`src/rtl/instr_encoder_if.sv`:
```
// Request/response bundle for the RV32I instruction encoder.
// slave is the encoder side; master is the requester / IMEM-write side.
interface instr_encoder_if #(
   parameter int unsigned ADDR_W    = 32,
   parameter int unsigned ERR_CNT_W = 16
);
   logic                  in_valid;
   logic                  in_ready;
   logic [3:0]            fmt;
   logic [4:0]            rd;
   logic [4:0]            rs1;
   logic [4:0]            rs2;
   logic [2:0]            funct3;
   logic [6:0]            funct7;
   logic [31:0]           imm;
   logic                  out_valid;
   logic                  out_ready;
   logic [31:0]           out_word;
   logic [ADDR_W-1:0]     out_addr;
   logic [ADDR_W-3:0]     word_count;
   logic                  err_pulse;
   logic [ERR_CNT_W-1:0]  err_count;

   modport slave (
      input  in_valid, fmt, rd, rs1, rs2, funct3, funct7, imm, out_ready,
      output in_ready, out_valid, out_word, out_addr, word_count, err_pulse, err_count
   );

   modport master (
      output in_valid, fmt, rd, rs1, rs2, funct3, funct7, imm, out_ready,
      input  in_ready, out_valid, out_word, out_addr, word_count, err_pulse, err_count
   );
endinterface

```
`src/rtl/instr_encoder.sv`:
```
// Packs decoded RV32I fields into 32-bit instruction words behind a single output register
// stage, stepping the IMEM write address per accepted word and dropping out-of-range requests.
module instr_encoder #(
   parameter int unsigned        ADDR_W    = 32,
   parameter logic [ADDR_W-1:0]  BASE_ADDR = '0,
   parameter int unsigned        ERR_CNT_W = 16
) (
   input logic            clk,
   input logic            rst_n,
   input logic            start,
   instr_encoder_if.slave bus
);

   localparam logic [6:0] OpR      = 7'b0110011;
   localparam logic [6:0] OpImm    = 7'b0010011;
   localparam logic [6:0] OpLoad   = 7'b0000011;
   localparam logic [6:0] OpStore  = 7'b0100011;
   localparam logic [6:0] OpBranch = 7'b1100011;
   localparam logic [6:0] OpJalr   = 7'b1100111;
   localparam logic [6:0] OpJal    = 7'b1101111;
   localparam logic [6:0] OpAuipc  = 7'b0010111;
   localparam logic [6:0] OpLui    = 7'b0110111;

   typedef logic [ADDR_W-3:0] cnt_t;
   typedef enum logic {StEmpty, StFull} state_e;

   state_e                state_q, state_d;
   logic [31:0]           word_q, word_d;
   logic [ADDR_W-1:0]     addr_q, addr_d;
   cnt_t                  count_q, count_d;
   logic                  err_pulse_q, err_pulse_d;
   logic [ERR_CNT_W-1:0]  err_count_q, err_count_d;

   logic [31:0] enc_word;
   logic        enc_err;
   logic        fits12, fits13, fits21;
   logic        accept, out_hs;

   // Signed range checks: all bits above the field's sign bit must match it.
   assign fits12 = (&bus.imm[31:11]) | ~(|bus.imm[31:11]);
   assign fits13 = (&bus.imm[31:12]) | ~(|bus.imm[31:12]);
   assign fits21 = (&bus.imm[31:20]) | ~(|bus.imm[31:20]);

   assign bus.in_ready = !start && ((state_q == StEmpty) || bus.out_ready);
   assign accept       = bus.in_valid && bus.in_ready;
   assign out_hs       = (state_q == StFull) && bus.out_ready;

   always_comb begin
      enc_word = '0;
      enc_err  = 1'b0;
      case (bus.fmt)
         4'd0: enc_word = {bus.funct7, bus.rs2, bus.rs1, bus.funct3, bus.rd, OpR};
         4'd1: begin
            enc_err  = !fits12;
            enc_word = {bus.imm[11:0], bus.rs1, bus.funct3, bus.rd, OpImm};
         end
         4'd2: begin
            enc_err  = !fits12;
            enc_word = {bus.imm[11:0], bus.rs1, bus.funct3, bus.rd, OpLoad};
         end
         4'd3: begin
            enc_err  = !fits12;
            enc_word = {bus.imm[11:5], bus.rs2, bus.rs1, bus.funct3, bus.imm[4:0], OpStore};
         end
         4'd4: begin
            enc_err  = !fits13 || bus.imm[0];
            enc_word = {bus.imm[12], bus.imm[10:5], bus.rs2, bus.rs1, bus.funct3,
                        bus.imm[4:1], bus.imm[11], OpBranch};
         end
         4'd5: begin
            enc_err  = !fits12;
            enc_word = {bus.imm[11:0], bus.rs1, 3'b000, bus.rd, OpJalr};
         end
         4'd6: begin
            enc_err  = !fits21 || bus.imm[0];
            enc_word = {bus.imm[20], bus.imm[10:1], bus.imm[11], bus.imm[19:12], bus.rd, OpJal};
         end
         4'd7: begin
            enc_err  = |bus.imm[11:0];
            enc_word = {bus.imm[31:12], bus.rd, OpAuipc};
         end
         4'd8: begin
            enc_err  = |bus.imm[11:0];
            enc_word = {bus.imm[31:12], bus.rd, OpLui};
         end
         default: enc_err = 1'b1;
      endcase
   end

   always_comb begin
      state_d     = state_q;
      word_d      = word_q;
      addr_d      = addr_q;
      count_d     = count_q;
      err_pulse_d = 1'b0;
      err_count_d = err_count_q;
      if (start) begin
         state_d     = StEmpty;
         word_d      = '0;
         addr_d      = BASE_ADDR;
         count_d     = '0;
         err_count_d = '0;
      end else begin
         // Address tracks the presented word, so it steps on the write handshake only.
         if (out_hs) begin
            state_d = StEmpty;
            addr_d  = addr_q + ADDR_W'(4);
            count_d = count_q + cnt_t'(1);
         end
         if (accept) begin
            if (enc_err) begin
               err_pulse_d = 1'b1;
               if (!(&err_count_q)) err_count_d = err_count_q + ERR_CNT_W'(1);
            end else begin
               state_d = StFull;
               word_d  = enc_word;
            end
         end
      end
   end

   always_ff @(posedge clk or negedge rst_n) begin
      if (!rst_n) begin
         state_q     <= StEmpty;
         word_q      <= '0;
         addr_q      <= BASE_ADDR;
         count_q     <= '0;
         err_pulse_q <= 1'b0;
         err_count_q <= '0;
      end else begin
         state_q     <= state_d;
         word_q      <= word_d;
         addr_q      <= addr_d;
         count_q     <= count_d;
         err_pulse_q <= err_pulse_d;
         err_count_q <= err_count_d;
      end
   end

   assign bus.out_valid  = (state_q == StFull);
   assign bus.out_word   = word_q;
   assign bus.out_addr   = addr_q;
   assign bus.word_count = count_q;
   assign bus.err_pulse  = err_pulse_q;
   assign bus.err_count  = err_count_q;

endmodule
```
`src/flat_wrapper.sv`:
```
// flat-port wrapper written by rule: the top's interface ports become plain ports
module instr_encoder_flat 
#(
   parameter int unsigned        ADDR_W    = 32,
   parameter logic [ADDR_W-1:0]  BASE_ADDR = '0,
   parameter int unsigned        ERR_CNT_W = 16
)
  (clk, rst_n, start, bus_in_valid, bus_fmt, bus_rd, bus_rs1, bus_rs2, bus_funct3, bus_funct7, bus_imm, bus_out_ready, bus_in_ready, bus_out_valid, bus_out_word, bus_out_addr, bus_word_count, bus_err_pulse, bus_err_count);
  instr_encoder_if #(.ADDR_W(ADDR_W), .ERR_CNT_W(ERR_CNT_W)) bus_i ();
  input logic clk;
  input logic rst_n;
  input logic start;
  input wire logic [$bits(bus_i.in_valid)-1:0] bus_in_valid;
  input wire logic [$bits(bus_i.fmt)-1:0] bus_fmt;
  input wire logic [$bits(bus_i.rd)-1:0] bus_rd;
  input wire logic [$bits(bus_i.rs1)-1:0] bus_rs1;
  input wire logic [$bits(bus_i.rs2)-1:0] bus_rs2;
  input wire logic [$bits(bus_i.funct3)-1:0] bus_funct3;
  input wire logic [$bits(bus_i.funct7)-1:0] bus_funct7;
  input wire logic [$bits(bus_i.imm)-1:0] bus_imm;
  input wire logic [$bits(bus_i.out_ready)-1:0] bus_out_ready;
  output wire logic [$bits(bus_i.in_ready)-1:0] bus_in_ready;
  output wire logic [$bits(bus_i.out_valid)-1:0] bus_out_valid;
  output wire logic [$bits(bus_i.out_word)-1:0] bus_out_word;
  output wire logic [$bits(bus_i.out_addr)-1:0] bus_out_addr;
  output wire logic [$bits(bus_i.word_count)-1:0] bus_word_count;
  output wire logic [$bits(bus_i.err_pulse)-1:0] bus_err_pulse;
  output wire logic [$bits(bus_i.err_count)-1:0] bus_err_count;
  assign bus_i.in_valid = bus_in_valid;
  assign bus_i.fmt = bus_fmt;
  assign bus_i.rd = bus_rd;
  assign bus_i.rs1 = bus_rs1;
  assign bus_i.rs2 = bus_rs2;
  assign bus_i.funct3 = bus_funct3;
  assign bus_i.funct7 = bus_funct7;
  assign bus_i.imm = bus_imm;
  assign bus_i.out_ready = bus_out_ready;
  assign bus_in_ready = bus_i.in_ready;
  assign bus_out_valid = bus_i.out_valid;
  assign bus_out_word = bus_i.out_word;
  assign bus_out_addr = bus_i.out_addr;
  assign bus_word_count = bus_i.word_count;
  assign bus_err_pulse = bus_i.err_pulse;
  assign bus_err_count = bus_i.err_count;
  instr_encoder #(.ADDR_W(ADDR_W), .BASE_ADDR(BASE_ADDR), .ERR_CNT_W(ERR_CNT_W)) u_core (.clk(clk), .rst_n(rst_n), .start(start), .bus(bus_i));
endmodule
```
`config.mk`:
```
export PLATFORM = sky130hd
export DESIGN_NAME = instr_encoder_flat
export DESIGN_NICKNAME = d
export VERILOG_FILES = /design/src/rtl/instr_encoder_if.sv /design/src/rtl/instr_encoder.sv /design/src/flat_wrapper.sv
export SDC_FILE = /design/constraint.sdc
export NUM_CORES = 1
export LEC_CHECK = 0
export CAP_MARGIN = 20
export CORE_AREA = 2 2 84 167
export DETAILED_ROUTE_END_ITERATION = 6
export DIE_AREA = 0 0 86 169
export GPL_ROUTABILITY_DRIVEN = 0
export PLACE_DENSITY = 0.9
export SLEW_MARGIN = 0
export SYNTH_ARGS = -nofsm -noshare
export SYNTH_HDL_FRONTEND = slang
export SYNTH_SLANG_ARGS = --single-unit
```
`constraint.sdc`:
```
create_clock -name clk -period 2.8 [get_ports clk]
set_input_delay 0.42 -clock clk [delete_from_list [all_inputs] [get_ports clk]]
set_output_delay 0.42 -clock clk [all_outputs]
set_load 0.05 [all_outputs]
```
==> results of run 1 <==
[what timing repair did]
item,in CTS,in global routing
setup endpoints to repair,0,9
resized for setup,0,1
setup buffers,0,0
[stage by stage]
| stage | worst slack [ps] | total power [mW] | instance area, sq um |
|---|---|---|---|
| 2_1_floorplan | 94.9 | 1.89 | 6360 |
| 3_3_place_gp | -156 | 2.12 | 8300 |
| 3_5_place_dp | -298 | 2.13 | 8300 |
| 4_1_cts | 41.2 | 3.43 | 8610 |
| 5_1_grt | 82.9 | 3.54 | 8610 |
| 6_report | 137 | 3.41 | 8610 |
[cell usage in the layout (no fill, tap or decap), types with 7 or more instances in the layout]
cell	n
mux2_2	8
dfrtp_1	109
a22oi_1	16
nand2b_1	14
xor2_1	33
a211oi_1	11
clkdlybuf4s50_1	173
buf_4	26
nor2_1	71
o21ai_2	17
nand4_1	20
o21ai_0	30
clkbuf_16	9
nand2_1	56
nor2b_1	14
or3_1	9
a311oi_1	7
nand3_1	28
a211o_1	7
nor4_1	11
o22ai_1	11
nand3b_1	17
and3_1	13
xnor2_1	17
a21oi_1	26
nor3_1	20
[cells by family after synthesis]
logic type                 count (synthesis)
AOI/OAI and AO/OA                        153
xor gates and xnor gates                  50
adders and majority gates                  3
buffers and inverters                     52
DFF                                      109
muxes                                     14
other                                      1
and+or+nand+nor                          309
[worst max path at each step]
stage	to	cells after the start
2_1_floorplan	u_core.bus.err_count[5]	8
5_1_grt	u_core.bus.err_count[2]	9
3_5_place_dp	u_core.bus.err_count[0]	8
3_3_place_gp	u_core.bus.err_count[0]	8
4_1_cts	u_core.bus.err_count[0]	8
6_report	u_core.bus.out_word[2]	9
[area by class of cell]
cell class	count	area share (%)
multi-input cells	531	39.3
flip-flops and latches	109	31.7
repair buffers	202	22.9
clock buffers	9	2.62
well taps	155	2.25
clock inverters	7	0.974
inverters	6	0.262
[flip-flops by register name, indices dropped and copies added, names as in the netlist]
| register | count |
|---|---|
| u_core.bus.err_pulse | 1 |
| u_core.bus.err_count | 16 |
| u_core.bus.out_addr | 30 |
| u_core.bus.word_count | 30 |
| u_core.bus.out_word | 31 |
| u_core.bus.out_valid | 1 |
[metal layers]
metal  track usage [%]  wire, um  vias to the layer above
met5                 0         0                        -
met2              40.0      8510                      300
met4              7.32       390                        0
li1                  -         -                     2863
met1              29.8      6910                     2939
met3              5.61      1500                       39
[power groups by stage]
| stage | registers [mW] | logic (mW) | clock network [mW] |
|---|---|---|---|
| final | 1.60 | 0.506 | 1.30 |
| after global routing | 1.60 | 0.544 | 1.39 |
| after CTS | 1.60 | 0.502 | 1.33 |
| after detailed placement | 1.63 | 0.501 | 0 |
| after global placement | 1.63 | 0.490 | 0 |
| after floorplan | 1.68 | 0.211 | 0 |
[critical path: cells and delay by family]
family                 cells  cell delay [ps]
and+or+nand+nor            4             1050
AOI/OAI and AO/OA          3              740
buffers and inverters      2              670
==> results.toml, run 1 <==
[route]
wl_um = 17300
drc = 0
ant_nets = 0
dr.first_iter.drc_count = 321
wl_per_cell_um = 17.0
vias = 6141
dr.pass1.iters = 5
viasPerCell = 6.03

[cells_and_area]
n_antenna_cell = 0
nFillCells = 997
layout.cells.non_filler = 1019
utilization_pct = 64.8
syn_to_final_growth_pct = 35.3
nets = 928
drive_above_1_share_pct = 9.95
register_area_sq_um = 2730
multi_input_area_sq_um = 3380

[sta]
max_freq_mhz = 375
finalHoldViolations = 0
worst_slew_pin_slew_ps = 633
setup_viol = 0
max_slew_margin_pct = 57.5
period_needed_ps = 2660
skew_ps = 9.94
rsz0062_at_grt = "false"
fin_hold_ws_ps = 90.6
finalCritPeriodShare_pct = 95.1
tns_ps = 0
drv_slew = 0

[synth]
async_reset_ff_share_pct = 100
synth.most_common_cell = "dfrtp_1"
synth_xor_area_share_pct = 6.88
synth-seq-area-share_pct = 42.9
synth-edff-count = 0
yosys_register_bits = 109
yosys-top-cells-count = "109 x dfrtp_1, 71 x nor2_1, 56 x nand2_1"
ys_top_cells_by_area = "dfrtp_1 43%, xor2_1 4.5%, nor2_1 4.2%, nand2_1 3.3%, o21ai_0 2.4%"
synth-compound-area-share_pct = 16.8
netlist.top_cell.by_area = "dfrtp_1"
synth_warnings = 0
yosysUniqueCellTypes = 61
synth_top_cell_area_share_pct = 42.9
synth_fa_ha_area_share_pct = 0.590
synth_top_family_by_area = "simple AND/OR/NAND/NOR gates"
synth_area_per_cell_sq_um = 9.21
ys.flop_type = "dfrtp_1"
synth_mux_area_share_pct = 2.36
yosys.area_share.simple_pct = 26.4
syn_inst = 691
mappedNetlistArea_sq_um = 6360

[global_route]
grt_max_degree = 68
grt_overflow = 0
grt_pass1_vias = 5814
antenna_found_initial = 0
grt_pass1_wl_um = 28300
track_usage_pct = 23.7

[die]
fp-row-count = 60
start_util_pct = 47.9
die-area_sq_um = 14500
die_h_um = 169
chipWidth_um = 86
coreArea_sq_um = 13300
io_pins = 179

[setup_path]
start_kind = "input port"
slowest_stage = "clkdlybuf4s50_1"
max_stage_delay_ps = 470
reg2reg_slack_ps = 270
worstRegToRegCells = 9
arrival_ps = 2870
critPathLaunch = "bus_imm[30]"
crit_chain = "clkdlybuf4s50_1 > nor4_1 > nand3_1 > o31ai_1 > o22ai_1 > or3_1 > buf_4 > a221oi_2 > nor3_1"
worstPathRequired_ps = 3010
r2r_end = "u_core.bus.err_count[2]"
cp-end-kind = "flop"
worstSetupPathType = "input port to flop"
path_max_fanout = 11
r2r_start = "u_core.bus.err_count[0]"

[power]
seq_power_share_pct = 47.0
switchingPower_uw = 963
power_density_nw_per_um2 = 396
swShare_pct = 28.3
peakVddDrop_mv = 0.309
p_leak_nw = 3.47
combPwrFrac_pct = 14.9
clkPwrFrac_pct = 38.2
internal-power_mw = 2.44

[job]
drv_cap = 0

[cts]
cts_tree = "done"
clock_path_buffers = 2
hold_buffers = 0
cts_sinks = 109
htreeDepth = 3
clk_latency_ps = 350
cts-buffers-inserted = 9
clock-root-buffer = "clkbuf_16"
path_clk_slew_ps = 80

[place]
portBuffers = 176
place_inst = 1003
hpwl_um = 12900

[worst_hold_path]
hp-class = "input port to asynchronous set/reset pin"

[run_status]
status = "completed"
(Power assumes the default switching activity.)
==> run 2: changes to the inputs <==
- CTS_CLUSTER_DIAMETER: default -> 60
==> results of run 2 <==
Same layout as run 1: the final DEF is identical, and so are final timing and power.
